===== config.mk =====
export PLATFORM = sky130hd
export DESIGN_NAME = pc_fetch_unit
export DESIGN_NICKNAME = d
export VERILOG_FILES = /design/src/rtl/pc_fetch_unit.sv
export SDC_FILE = /design/constraint.sdc
export NUM_CORES = 1
export LEC_CHECK = 0
export ABC_AREA = 1
export CAP_MARGIN = 10
export CORE_MARGIN = 5
export CORE_UTILIZATION = 43
export DETAILED_ROUTE_END_ITERATION = 16
export GPL_TIMING_DRIVEN = 0
export PLACE_DENSITY = 0.78
export REMOVE_ABC_BUFFERS = 1
export SETUP_SLACK_MARGIN = 0.2
export SLEW_MARGIN = 20
export SYNTH_ARGS = -nofsm -noshare
export SYNTH_HDL_FRONTEND = slang
export SYNTH_SLANG_ARGS = --single-unit

===== constraint.sdc =====
create_clock -name clk -period 2.1 [get_ports clk]
set_clock_uncertainty 0.15 [all_clocks]
set_input_delay 0.315 -clock clk [delete_from_list [all_inputs] [get_ports clk]]
set_output_delay 0.315 -clock clk [all_outputs]
set_load 0.02 [all_outputs]

===== src/rtl/pc_fetch_unit.sv =====
// pc_fetch_unit
//
// Program-counter register and instruction-fetch sequencer. It latches the next
// PC from the next-PC logic, fetches the word at that address from instruction
// memory over a req/ack handshake, and hands it to decode over valid/ready.
// Instruction memory may take any number of cycles to acknowledge.
//
// Configuration macro: MISALIGN_TRAP_EN
//   undefined (default): npc[1:0] is cleared on load, fetch_err is tied 0.
//   defined:             a misaligned npc on an advance edge loads pc unmodified,
//                        raises fetch_err and parks the unit until reset.
//
// Ports:
//   clk          system clock, rising edge
//   rst          asynchronous active-low reset
//   npc          next PC, sampled only on an advance edge
//   stall        hazard/control hold, blocks advance while high
//   imem_req     fetch request to instruction memory
//   imem_addr    fetch address, always equal to pc
//   imem_ack     instruction memory has data on imem_rdata this cycle
//   imem_rdata   instruction word from memory
//   pc           address of the instruction currently fetched or held
//   instr        fetched instruction word
//   instr_valid  instr is valid for decode
//   instr_ready  decode consumes instr this cycle
//   retired_cnt  instructions consumed since reset (wraps)
//   fetch_err    misaligned fetch trap flag

module pc_fetch_unit #(
    parameter logic [31:0] RESET_PC = 32'h0000_3000,
    parameter int          CNT_W    = 32
) (
    input  logic             clk,
    input  logic             rst,
    input  logic [31:0]      npc,
    input  logic             stall,
    output logic             imem_req,
    output logic [31:0]      imem_addr,
    input  logic             imem_ack,
    input  logic [31:0]      imem_rdata,
    output logic [31:0]      pc,
    output logic [31:0]      instr,
    output logic             instr_valid,
    input  logic             instr_ready,
    output logic [CNT_W-1:0] retired_cnt,
    output logic             fetch_err
);

    typedef enum logic [1:0] {
        S_BOOT,
        S_REQ,
        S_VALID
`ifdef MISALIGN_TRAP_EN
        , S_TRAP
`endif
    } state_t;

    state_t state;
    logic   advance;

    assign advance = instr_ready & ~stall;

    // Request and address are decoded straight from state and pc so memory
    // sees the new address in the same cycle the state enters S_REQ.
    assign imem_req  = (state == S_REQ);
    assign imem_addr = pc;

`ifdef MISALIGN_TRAP_EN
    logic fetch_err_q;
    assign fetch_err = fetch_err_q;
`else
    logic unused_npc_low;
    assign fetch_err      = 1'b0;
    assign unused_npc_low = ^npc[1:0];
`endif

    // Fetch sequencer: boot idle cycle, wait for ack, hold until consumed.
    always_ff @(posedge clk or negedge rst) begin
        if (!rst) begin
            state       <= S_BOOT;
            pc          <= RESET_PC;
            instr       <= 32'h0;
            instr_valid <= 1'b0;
            retired_cnt <= '0;
`ifdef MISALIGN_TRAP_EN
            fetch_err_q <= 1'b0;
`endif
        end else begin
            case (state)
                S_BOOT: begin
                    state <= S_REQ;
                end
                S_REQ: begin
                    if (imem_ack) begin
                        instr       <= imem_rdata;
                        instr_valid <= 1'b1;
                        state       <= S_VALID;
                    end
                end
                S_VALID: begin
                    if (advance) begin
                        instr_valid <= 1'b0;
                        retired_cnt <= retired_cnt + CNT_W'(1);
`ifdef MISALIGN_TRAP_EN
                        if (npc[1:0] != 2'b00) begin
                            pc          <= npc;
                            fetch_err_q <= 1'b1;
                            state       <= S_TRAP;
                        end else begin
                            pc    <= npc;
                            state <= S_REQ;
                        end
`else
                        pc    <= {npc[31:2], 2'b00};
                        state <= S_REQ;
`endif
                    end
                end
`ifdef MISALIGN_TRAP_EN
                S_TRAP: begin
                    state <= S_TRAP;
                end
`endif
                default: begin
                    state <= S_BOOT;
                end
            endcase
        end
    end

endmodule

==> results.tsv <==
metric	value	unit
outcome	complete, no violations	
grt_overflow_total	0	
start_util	0.4438	
layout-area-overhead-vs-synth	46.93	%
dpl.cell_count	777	
worst_path_max_delay_cell	sky130_fd_sc_hd__clkdlybuf4s50_1	
total_vias_in_the_final_route	3796	
number_of_synthesized_flops_with_an_enable_pin	0	
buffer_ports.inserted	192	
clock_sink_count	97	
synthFlopType	sky130_fd_sc_hd__dfrtp_1	
rr_startpoint	state[0]$_DFFE_PN0P_	
rows	37	
grt_setup_unrepaired	false	
r2r_slack	330	ps
globalplace.congestion	0.8477	
clock-root-buffer	sky130_fd_sc_hd__clkbuf_8	
synth.avg_cell_area	9.435	sq um
critical_path_peak_fanout	3	
worstHoldPathType	input pin to async pin	
synth_common_cells	sky130_fd_sc_hd__nand2_1, sky130_fd_sc_hd__dfrtp_1, sky130_fd_sc_hd__inv_1, sky130_fd_sc_hd__buf_4, sky130_fd_sc_hd__mux2_2	
worst_path_dominant_cell_family	buffers and inverters	
largest_net_degree_at_the_start_of_global_routing	63	
ys.warnings.count	0	
tritoncts_buffer_count	9	
antenna_cells	0	
post-dp-hpwl	8799	um
worst-r2r-cell-count	8	
post-synth-top-area-cell	sky130_fd_sc_hd__dfrtp_1	
final-setup-viol-count	0	
syn_inst	490	
final_layout_size_suffix_gt1_frac	0.1379	
design.die.area	12930	sq um
max-vdd-ir-drop	0.001041	V
synthDominantCellAreaShare	0.5142	
cap_violations	0	
power.density	1243	nW/um^2
yosys.cell_types.count	25	
clock.fmax	539.2	MHz
post_layout_minimum_cycle_time	1855	ps
finalHoldViolCount	0	
yosysMostFrequentCell	sky130_fd_sc_hd__nand2_1	
route.detailed.vias_per_inst	4.727	
stdcell_count	803	
die_w	113.7	um
antenna_found_initial	0	
detailedRoute.firstIterationViolations	100	
first_global_vias	4000	
synth.ff_latch_count	97	
io_pins	200	
cp_slowest_stage_delay	640	ps
cts.htree.levels	3	
clock_tree.buffer_depth	2	
leak_pwr	0.003370	uW
post-route-period-util	0.8831	
worstSetupStartpointType	register	
clkSlewWorstSetupHoldPaths	100	ps
crit_required	1630	ps
detailedRoute.firstPassIterationCount	4	
num-nets-final	736	
worst_ep_arrival_time	1390	ps
syn_area	4623	sq um
clk_latency	360	ps
hold-worst-slack	271.7	ps
worstPathBufferInverterCount	1	
drv_slew	0	
synth_seq_area_share	0.5256	
detail_route.wl_per_cell	14.92	um
crit_path_cell_trace	clkdlybuf4s50_1	
finish.instance_area	6793	sq um
finalPower	8441	uW
total_track_usage	0.1868	
post-route-util	0.6521	
path_class	register to output pin	
r2r-end	retired_cnt[9]$_DFFE_PN0P_	
netlist_top_cells_area	sky130_fd_sc_hd__dfrtp_1, sky130_fd_sc_hd__nand2_1, sky130_fd_sc_hd__mux2_2	
cts_tree	built	
drt-total-wl	11980	um
async_reset_ff_frac	1.000	
count_of_antenna_violating_nets_left_after_detailed_routing	0	
route.detailed.drc	0	
global_route_wire_length_before_repair	19350	um
critical_path.endpoint_type	output pin	
floorplan.die.height	113.7	um
core	10420	sq um
dpl-instance-area	6437	sq um
==> kinds of logic after synthesis <==
family,count (synthesis),share of synthesized area
flops,97,0.5256
other cells,1,0.0008111
mux,32,0.07794
compound gates,5,0.005412
xor+xnor,20,0.03789
simple gates,241,0.2338
buf+inv,89,0.1050
fa+ha+maj,5,0.01353
==> worst max path at each step <==
stage	startpoint	endpoint	slack, ps	cells past startpoint
6_report	imem_addr[7]$_DFFE_PN0P_	pc[7]	250	1
5_1_grt	imem_addr[28]$_DFFE_PN0P_	imem_addr[28]	200	1
4_1_cts	state[0]$_DFFE_PN0P_	retired_cnt[16]$_DFFE_PN0P_	200	8
3_5_place_dp	instr_ready	retired_cnt[16]$_DFFE_PN0P_	-1290	7
3_3_place_gp	rst	instr[22]$_DFFE_PN0P_	-2990	1
2_1_floorplan	state[0]$_DFFE_PN0P_	retired_cnt[16]$_DFFE_PN0P_	-450	8
==> metal layers <==
metal	wire length, um	track usage	vias to the layer above
met1	4689	0.2164	1816
met3	826	0.05729	22
met5	0	0	-
met4	245	0.06090	0
li1	-	-	1835
met2	6222	0.3290	123
==> area by class of cell <==
cell class | count | area [sq um]
inverter | 43 | 173.9
clock inverter | 5 | 53.80
sequential | 97 | 2430
timing repair inverter | 1 | 8.758
multi-input combinational | 310 | 1775
clock buffer | 11 | 151.4
fill | 841 | 3623
tap | 136 | 170.2
timing repair buffer | 200 | 2029
==> per-stage QoR <==
step | setup slack (ps) | setup TNS [ps]
2_1_floorplan | -449.5 | -6061
3_3_place_gp | -2989 | -342540
3_5_place_dp | -1291 | -46670
4_1_cts | 200.7 | 0
5_1_grt | 200.8 | 0
6_report | 245.4 | 0
==> report_power, final <==
group / switching (uW) / internal (uW)
Clock: 644 / 612
Sequential: 440 / 2520
Combinational: 2140 / 2080
Total: 3230 / 5210
==> placed cells by master, fill, tap and decap left out, types with 2 or more instances in the layout <==
cell type	instances
sky130_fd_sc_hd__clkbuf_8	11
sky130_fd_sc_hd__ha_1	3
sky130_fd_sc_hd__nor2_1	23
sky130_fd_sc_hd__buf_4	5
sky130_fd_sc_hd__nand4_1	9
sky130_fd_sc_hd__inv_2	2
sky130_fd_sc_hd__xor2_1	7
sky130_fd_sc_hd__nor3_1	3
sky130_fd_sc_hd__nand2_2	3
sky130_fd_sc_hd__clkinv_2	3
sky130_fd_sc_hd__o21ai_0	4
sky130_fd_sc_hd__nor3_2	2
sky130_fd_sc_hd__nor2_4	5
sky130_fd_sc_hd__nor2_2	9
sky130_fd_sc_hd__conb_1	5
sky130_fd_sc_hd__xnor2_1	13
sky130_fd_sc_hd__nand3_2	5
sky130_fd_sc_hd__dfrtp_1	95
sky130_fd_sc_hd__mux2_2	32
sky130_fd_sc_hd__nand3_1	25
sky130_fd_sc_hd__clkdlybuf4s50_1	147
sky130_fd_sc_hd__dlygate4sd2_1	22
sky130_fd_sc_hd__inv_1	40
sky130_fd_sc_hd__buf_6	2
sky130_fd_sc_hd__dfstp_2	2
sky130_fd_sc_hd__nand2_1	156
sky130_fd_sc_hd__dlymetal6s2s_1	21
==> state kept, by name, indices dropped and copies added (netlist names) <==
name,cells
instr,32
retired_cnt,32
state,2
instr_valid,1
imem_addr,30
==> timing repair <==
action / 4_1_cts / 5_1_grt
gates cloned: 2 / 1
hold buffers: 1 / 0
endpoints found under the hold margin: 35 / 0
gates resized for setup: 34 / 25
setup endpoints to repair: 114 / 41
setup buffers: 1 / 5
pin swaps: 1 / 0
(Power assumes the default switching activity.)
